`src/rtl/embedding_lookup_arbiter_pkg.sv`:
```
// Shared types and default sizes for the embedding lookup arbiter.
package embedding_lookup_arbiter_pkg;

    localparam int DEF_DATA_WIDTH  = 8;
    localparam int DEF_INDEX_WIDTH = 10;
    localparam int DEF_NUM_REQ     = 3;
    // One table row carries eight embedding elements.
    localparam int ROW_WIDTH       = DEF_DATA_WIDTH * 8;
    // Requester ids travel on a 2-bit field (rsp_id), so up to four requesters.
    localparam int ID_WIDTH        = 2;

    typedef enum logic [1:0] {
        ST_IDLE = 2'd0,
        ST_READ = 2'd1,
        ST_CAPT = 2'd2,
        ST_RESP = 2'd3
    } lookup_state_t;

endpackage

```
`src/rtl/embedding_lookup_arbiter_rr_arbiter.sv`:
```
// Combinational round-robin pick: the first requester after last_grant wins.
module rr_arbiter #(
    parameter int NUM_REQ  = 3,
    parameter int ID_WIDTH = 2
) (
    input  logic [NUM_REQ-1:0]  req,
    input  logic [ID_WIDTH-1:0] last_grant,
    output logic [NUM_REQ-1:0]  grant
);

    logic [NUM_REQ-1:0] upper_mask;
    logic [NUM_REQ-1:0] upper_req;
    logic [NUM_REQ-1:0] pick_src;

    // Prefer the lowest requester above last_grant; wrap to the lowest overall.
    always_comb begin
        upper_mask = '0;
        for (int i = 0; i < NUM_REQ; i++) begin
            if (i > int'(last_grant)) upper_mask[i] = 1'b1;
        end
        upper_req = req & upper_mask;
        pick_src  = (|upper_req) ? upper_req : req;
        grant     = '0;
        for (int i = NUM_REQ - 1; i >= 0; i--) begin
            if (pick_src[i]) begin
                grant    = '0;
                grant[i] = 1'b1;
            end
        end
    end

endmodule

```
`src/rtl/embedding_lookup_arbiter.sv`:
```
// Shares one embedding table between NUM_REQ lookup engines, one lookup at a time.
//
// state   | meaning
// --------+-----------------------------------------------------------
// IDLE    | waiting for a request; req_ready pulses on the granted one
// READ    | table read enable and row index driven for one cycle
// CAPT    | registered table row captured into rsp_data
// RESP    | response held until rsp_ready
module embedding_lookup_arbiter
    import embedding_lookup_arbiter_pkg::*;
#(
    parameter int DATA_WIDTH  = DEF_DATA_WIDTH,
    parameter int NUM_REQ     = DEF_NUM_REQ,
    parameter int INDEX_WIDTH = DEF_INDEX_WIDTH
) (
    input  logic                           clk,
    input  logic                           rst_n,
    input  logic [NUM_REQ-1:0]             req_valid,
    input  logic [NUM_REQ*INDEX_WIDTH-1:0] req_index,
    output logic [NUM_REQ-1:0]             req_ready,
    output logic                           tbl_read_enable,
    output logic [INDEX_WIDTH-1:0]         tbl_index,
    input  logic [DATA_WIDTH*8-1:0]        tbl_data,
    output logic                           rsp_valid,
    output logic [ID_WIDTH-1:0]            rsp_id,
    output logic [DATA_WIDTH*8-1:0]        rsp_data,
    input  logic                           rsp_ready
);

    lookup_state_t           state;
    logic [ID_WIDTH-1:0]     last_grant;
    logic [ID_WIDTH-1:0]     lat_id;
    logic [ID_WIDTH-1:0]     grant_id;
    logic [NUM_REQ-1:0]      grant;
    logic [INDEX_WIDTH-1:0]  sel_index;

    rr_arbiter #(
        .NUM_REQ  (NUM_REQ),
        .ID_WIDTH (ID_WIDTH)
    ) u_rr (
        .req        (req_valid),
        .last_grant (last_grant),
        .grant      (grant)
    );

    // Encode the one-hot grant and pick out that requester's row index.
    always_comb begin
        grant_id  = '0;
        sel_index = '0;
        for (int i = 0; i < NUM_REQ; i++) begin
            if (grant[i]) begin
                grant_id  = ID_WIDTH'(i);
                sel_index = req_index[i*INDEX_WIDTH +: INDEX_WIDTH];
            end
        end
    end

    // Accept is combinational so the handshake completes in the grant cycle,
    // keeping the grant-to-response latency at three cycles.
    assign req_ready = (state == ST_IDLE) ? grant : '0;

    // Lookup sequencer; table and response outputs are registered.
    always_ff @(posedge clk) begin
        if (!rst_n) begin
            state           <= ST_IDLE;
            last_grant      <= ID_WIDTH'(NUM_REQ - 1);
            lat_id          <= '0;
            tbl_read_enable <= 1'b0;
            tbl_index       <= '0;
            rsp_valid       <= 1'b0;
            rsp_id          <= '0;
            rsp_data        <= '0;
        end else begin
            case (state)
                ST_IDLE: begin
                    if (|grant) begin
                        lat_id          <= grant_id;
                        last_grant      <= grant_id;
                        tbl_read_enable <= 1'b1;
                        tbl_index       <= sel_index;
                        state           <= ST_READ;
                    end
                end
                ST_READ: begin
                    tbl_read_enable <= 1'b0;
                    tbl_index       <= '0;
                    state           <= ST_CAPT;
                end
                ST_CAPT: begin
                    rsp_data  <= tbl_data;
                    rsp_id    <= lat_id;
                    rsp_valid <= 1'b1;
                    state     <= ST_RESP;
                end
                ST_RESP: begin
                    if (rsp_ready) begin
                        rsp_valid <= 1'b0;
                        state     <= ST_IDLE;
                    end
                end
                default: state <= ST_IDLE;
            endcase
        end
    end

endmodule

```
`config.mk`:
```
export PLATFORM = sky130hd
export DESIGN_NAME = embedding_lookup_arbiter
export DESIGN_NICKNAME = d
export VERILOG_FILES = /design/src/rtl/embedding_lookup_arbiter_pkg.sv /design/src/rtl/embedding_lookup_arbiter_rr_arbiter.sv /design/src/rtl/embedding_lookup_arbiter.sv
export SDC_FILE = /design/constraint.sdc
export NUM_CORES = 1
export LEC_CHECK = 0
export CORE_ASPECT_RATIO = 0.6
export CORE_MARGIN = 4
export CORE_UTILIZATION = 44
export DETAILED_ROUTE_END_ITERATION = 10
export DONT_BUFFER_PORTS = 1
export PLACE_DENSITY_LB_ADDON = 0.2
export SLEW_MARGIN = 20
export SYNTH_ARGS = -nofsm -noshare
export SYNTH_HDL_FRONTEND = slang
export SYNTH_SLANG_ARGS = --single-unit
```
`constraint.sdc`:
```
create_clock -name clk -period 2.25 [get_ports clk]
set_input_delay 0.225 -clock clk [delete_from_list [all_inputs] [get_ports clk]]
set_output_delay 0.225 -clock clk [all_outputs]
set_load 0.02 [all_outputs]
```
# ---- Word-level counts from Yosys, hierarchy flattened
# Index checks and enable logic that the tools add are counted.
# Widths: inputs -> output; s select.
dict set report word_totals {
  ff_bits 84
  in_bits 100
  wordCells 46
}
dict set report op_classes {
  magnitude_cmp 2
  eq_ne 5
  mux 21
  bitwise 1
  reduce_logical 9
}
# op count
set op_table {}
lappend op_table {{$mux 10} 4}
lappend op_table {{$pmux 10 s2} 1}
lappend op_table {{$mux 3} 5}
lappend op_table {{$pmux 2 s4} 1}
lappend op_table {{$reduce_and 2->1} 4}
lappend op_table {{$mux 2} 3}
lappend op_table {{$reduce_or 3->1} 2}
lappend op_table {{$mux 1} 5}
lappend op_table {{$eq 2x2->1 const B} 2}
lappend op_table {{$pmux 1 s2} 2}
lappend op_table {{$reduce_bool 2->1} 2}
lappend op_table {{$and 3x3->3} 1}
lappend op_table {{$eq 2x1->1 const B} 1}
lappend op_table {{$gt 1x2->1 const A} 1}
lappend op_table {{$gt 2x2->1 const A} 1}
lappend op_table {{$logic_not 2->1} 1}
lappend op_table {{$ne 2x1->1 const B} 1}
lappend op_table {{$ne 2x2->1 const B} 1}

# ---- Logic depth before layout (Yosys ltp)
dict set report depth {
  depth_word 13
  mapped_depth 8
  ltp_nobuf 6
}

# ---- Cells and area by module
# Synthesis repeated with hierarchy kept, for this count alone.
dict set report hier_totals {
  cells_unflattened 317
  hier_area_um2 3288.2
}
# module instances cells_per_inst area_each_um2 seq_area_each_um2
set modules_own_cells {}
lappend modules_own_cells {embedding_lookup_arbiter 1 307 3229.3 1661.6}
lappend modules_own_cells {rr_arbiter 1 10 58.8 0.0}

# ---- Least setup slack after synthesis
# Ideal clock, no wire load.
dict set report synth_path {
  kind {reg2reg}
  startpoint {reg state[0]}
  endpoint {reg state[0]}
  setup_time_ps 116
  t_arrival_ps 1503
  setup_slack_ps 630
  path_stages_with_launch 6
  path_buffers 0
  cell_sequence {dfxtp_1 inv_1 ha_1 or4b_4 a21boi_4 o211a_1}
}
dict set report synth_between {
  elab_chain_cells 3
}
# item line
set synth_rtl {}
lappend synth_rtl {{from (decl)} embedding_lookup_arbiter.sv:30} ;# lookup_state_t state;
lappend synth_rtl {{from (signal assigned)} embedding_lookup_arbiter.sv:65} ;# state <= ST_IDLE;
lappend synth_rtl {{from (signal assigned)} embedding_lookup_arbiter.sv:81} ;# state <= ST_READ;
lappend synth_rtl {{from (signal assigned)} embedding_lookup_arbiter.sv:87} ;# state <= ST_CAPT;
lappend synth_rtl {{$eq 2x2->1 / $logic_not 2->1 (equally long branches)} embedding_lookup_arbiter.sv:74} ;# case (state)
lappend synth_rtl {{$ne 2x2->1 (no source line) / $ne 2x1->1 (equally long branches)} -}
lappend synth_rtl {{$reduce_and 2->1 (no source line)} -}
# Several ways; a longest one is shown, not always the timed one.
# A chain may end at the register's enable or synchronous reset.

# ---- Final worst setup path
dict set report layout_path {
  startpoint {reg state[0]}
  endpoint {reg tbl_index[2]}
}
dict set report layout_between {
  elab_chain_cells 3
}
# item line
set layout_rtl {}
lappend layout_rtl {{$logic_not 2->1 / $eq 2x1->1 (equally long branches)} embedding_lookup_arbiter.sv:74}
lappend layout_rtl {{$ne 2x1->1 (no source line) / $reduce_bool 2->1 (equally long branches)} -}
lappend layout_rtl {{$reduce_and 2->1 (no source line)} -}
lappend layout_rtl {{to (signal assigned)} embedding_lookup_arbiter.sv:80} ;# tbl_index <= sel_index;
lappend layout_rtl {{to (decl)} embedding_lookup_arbiter.sv:22} ;# output logic [INDEX_WIDTH-1:0] tbl_index,
# Several ways; a longest one is shown, not always the timed one.

==> impl_metrics.py <==
metrics = {
    "run_status": {
        "outcome": "completed",
    },
    "power": {
        "combinationalPowerShare_pct": 25.9,
        "ir_drop_v": 0.000478,
        "power_density_mw_per_mm2": 1280,
        "power_mw": 4.94,
        "switching_share_pct": 35.5,
        "leakage_nw": 1.37,
        "power_frac_clock_pct": 26.9,
        "power_frac_seq_pct": 47.2,
        "p_int_mw": 3.18,
        "power_switching_mw": 1.75,
    },
    "routing": {
        "dr.first_iter.drc_count": 127,
        "routedWlPerCell_um": 18.0,
        "drtPass1Iterations": 4,
        "routed_wirelength_mm": 7.65,
        "drc": 0,
        "vias": 2190,
        "via_per_inst": 5.14,
        "antenna_left": 0,
    },
    "clocking": {
        "clkTransAtPathRegs_ns": 0.06,
        "cts_tree": "done",
        "htree_levels": 3,
        "clock-root-buffer": "clkbuf_16",
        "clkSinkCount": 83,
        "cts_post_setup_buffers_inserted": 0,
        "post_cts_resized": 0,
        "clock_latency_ns": 0.33,
        "clk_path_buf_depth": 2,
        "cts_buffers": 9,
    },
    "grt": {
        "grt_antenna_before_repair": 0,
        "track_usage_pct": 16.0,
        "grt_pass1_wl_mm": 11.8,
        "grt_start_max_net_pins": 76,
        "overflow": 0,
        "first_global_vias": 2249,
    },
    "critical_path": {
        "critPathBufInv": 1,
        "path_class": "reg2reg",
        "cp.required_ns": 2.50,
        "path_cells": "inv_1 -> ha_1 -> or4b_4 -> a21boi_4 -> nand2_1 -> o221ai_2",
        "rr_worst_depth": 6,
        "arrival_ns": 2.13,
        "cp-end-kind": "flop",
        "worst-path-stages": 6,
        "slowest_delay_ns": 0.54,
        "crit_fanout": 10,
        "critPathLaunchType": "flop",
        "critPathSlowestCell": "or4b_4",
        "critPathTopFamily": "simple AND/OR/NAND/NOR gates",
    },
    "yosys": {
        "synth_common_cells": "dfxtp_1, nor2b_1, mux2i_1",
        "synth_edf_count": 0,
        "yosysSeqAreaShare_pct": 47.6,
        "synth_top_area_share_pct": 47.6,
        "synth_area_leaders": "dfxtp_1, mux2i_1, nor2b_1",
        "synthFlopType": "dfxtp_1",
        "synth_fp_nets": 429,
        "synth_top_area_cell": "dfxtp_1",
        "yosys_warnings": 0,
        "ys_types": 28,
        "async_flop_share_pct": 0,
        "synth_most_common_cell": "dfxtp_1",
        "syn_avg_cell_area_um2": 10.8,
        "syn_inst": 324,
        "ys_ff_latch": 83,
        "syn-cell-area_mm2": 0.00349,
    },
    "sta": {
        "finalCritPeriodShare_pct": 83.8,
        "setup_slack_ns": 0.365,
        "skew_ns": 0.00531,
        "tightestPinTransition_ns": 0.609,
        "finalSetupTns_ns": 0,
        "period_minus_slack_ns": 1.88,
        "finalHoldViolations": 0,
        "setup_viol": 0,
        "fmax_mhz": 531,
        "hold_ws_ns": 0.0332,
        "rsz0062_at_grt": "false",
        "slew_headroom_pct": 59.0,
        "slew_viol_final": 0,
    },
    "worst_hold_path": {
        "whs_path_depth": 1,
        "holdCritPathClass": "in2reg",
    },
    "finish": {
        "layout-drive-gt1-share_pct": 10.2,
        "n_antenna_cell": 0,
        "finalNetCount": 424,
        "fin_util_pct": 51.7,
        "final-instance-count-excl-fill": 426,
        "syn_to_final_growth_pct": 10.8,
        "fin_area_mm2": 0.00387,
    },
    "floorplan": {
        "io_pins": 181,
        "core_mm2": 0.00748,
        "fp-row-count": 24,
        "initial_core_util_pct": 46.7,
        "dieWidth_um": 123,
        "die_height_um": 77.0,
        "design.die.area_mm2": 0.00947,
    },
    "place": {
        "gp_congestion": 0.766,
        "pre_cts_ws_ns": 0.373,
        "dp_cells": 411,
        "dp_hpwl_mm": 5.49,
        "io_buffers": 0,
        "placedInstanceArea_mm2": 0.00359,
    },
    "job": {
        "cap_viol_max_count": 0,
    },
}
## sequential cells by signal, summed over array words and instances, names as in the netlist
| signal | flops |
|---|---|
| state | 2 |
| rsp_data | 64 |
| tbl_index | 10 |
| last_grant | 2 |
| rsp_id | 2 |
| rsp_valid | 1 |
| tbl_read_enable | 1 |
| lat_id | 1 |
## layer usage
metal	wire length (um)	GRT usage, %	part of all wire, %
met1	3130	18.2	41
met2	3320	23.6	43
met3	1130	11.1	15
met4	83	5.64	1.1
met5	0	0	0
## final timing paths
path | from | end | slack (ns)
max | state[0]$_SDFFE_PN0P_ | tbl_index[2]$_SDFFE_PN0P_ | 0.37
max reg2reg | state[0]$_SDFFE_PN0P_ | tbl_index[2]$_SDFFE_PN0P_ | 0.37
min | rst_n | rsp_data[17]$_SDFFE_PN0P_ | 0.03
min reg2reg | lat_id[1]$_SDFFE_PN0P_ | lat_id[1]$_SDFFE_PN0P_ | 0.48
## worst reg2reg max path: stages (launching register included)
cell      delay (ns)
dfxtp_1         0.33
inv_1           0.15
ha_1            0.31
or4b_4          0.54
a21boi_4        0.30
nand2_1         0.11
o221ai_2        0.07
## cells by family after synthesis
logic type | count (synthesis) | synth area share, %
and+or+nand+nor | 103 | 17.5
DFF | 83 | 47.6
muxes | 67 | 19.2
buffers and inverters | 34 | 4.19
AOI/OAI and AO/OA | 32 | 9.75
adders and majority gates | 5 | 1.79
## cell usage in the layout (no fill, tap or decap), types with 2 or more instances in the layout
cell type	Yosys	final
nand2_1	17	17
buf_12	0	2
o221ai_2	10	10
ha_1	5	4
clkbuf_8	0	2
nand2b_1	3	3
dfxtp_1	83	83
and2_1	2	2
clkbuf_16	0	9
a21boi_4	2	2
inv_1	14	14
nand3_1	2	2
a22oi_1	11	11
mux2i_1	67	67
nor2_1	3	3
nor2b_1	72	72
a21oi_1	2	2
## power by group through the flow
stage	Sequential (mW)	Combinational [mW]	Clock, mW
after floorplan	2.28	1.09	0
after CTS	2.34	1.29	1.37
after detailed placement	2.37	1.29	0
after global placement	2.37	1.25	0
after global routing	2.37	1.42	1.44
final	2.33	1.28	1.33
## cell type report
cell class / instances / area [um2]
clock buffer: 12 / 256
clock inverter: 2 / 12.5
fill: 659 / 3610
inverter: 14 / 52.6
multi-input combinational: 207 / 1700
sequential: 83 / 1660
tap: 104 / 130
timing repair buffer: 4 / 57.6
## timing repair
item | CTS | global route
endpoints found under the setup margin | 0 | 0
hold buffers | 1 | 0
hold endpoints to repair | 1 | 0
Power figures use the tool's default switching activity.
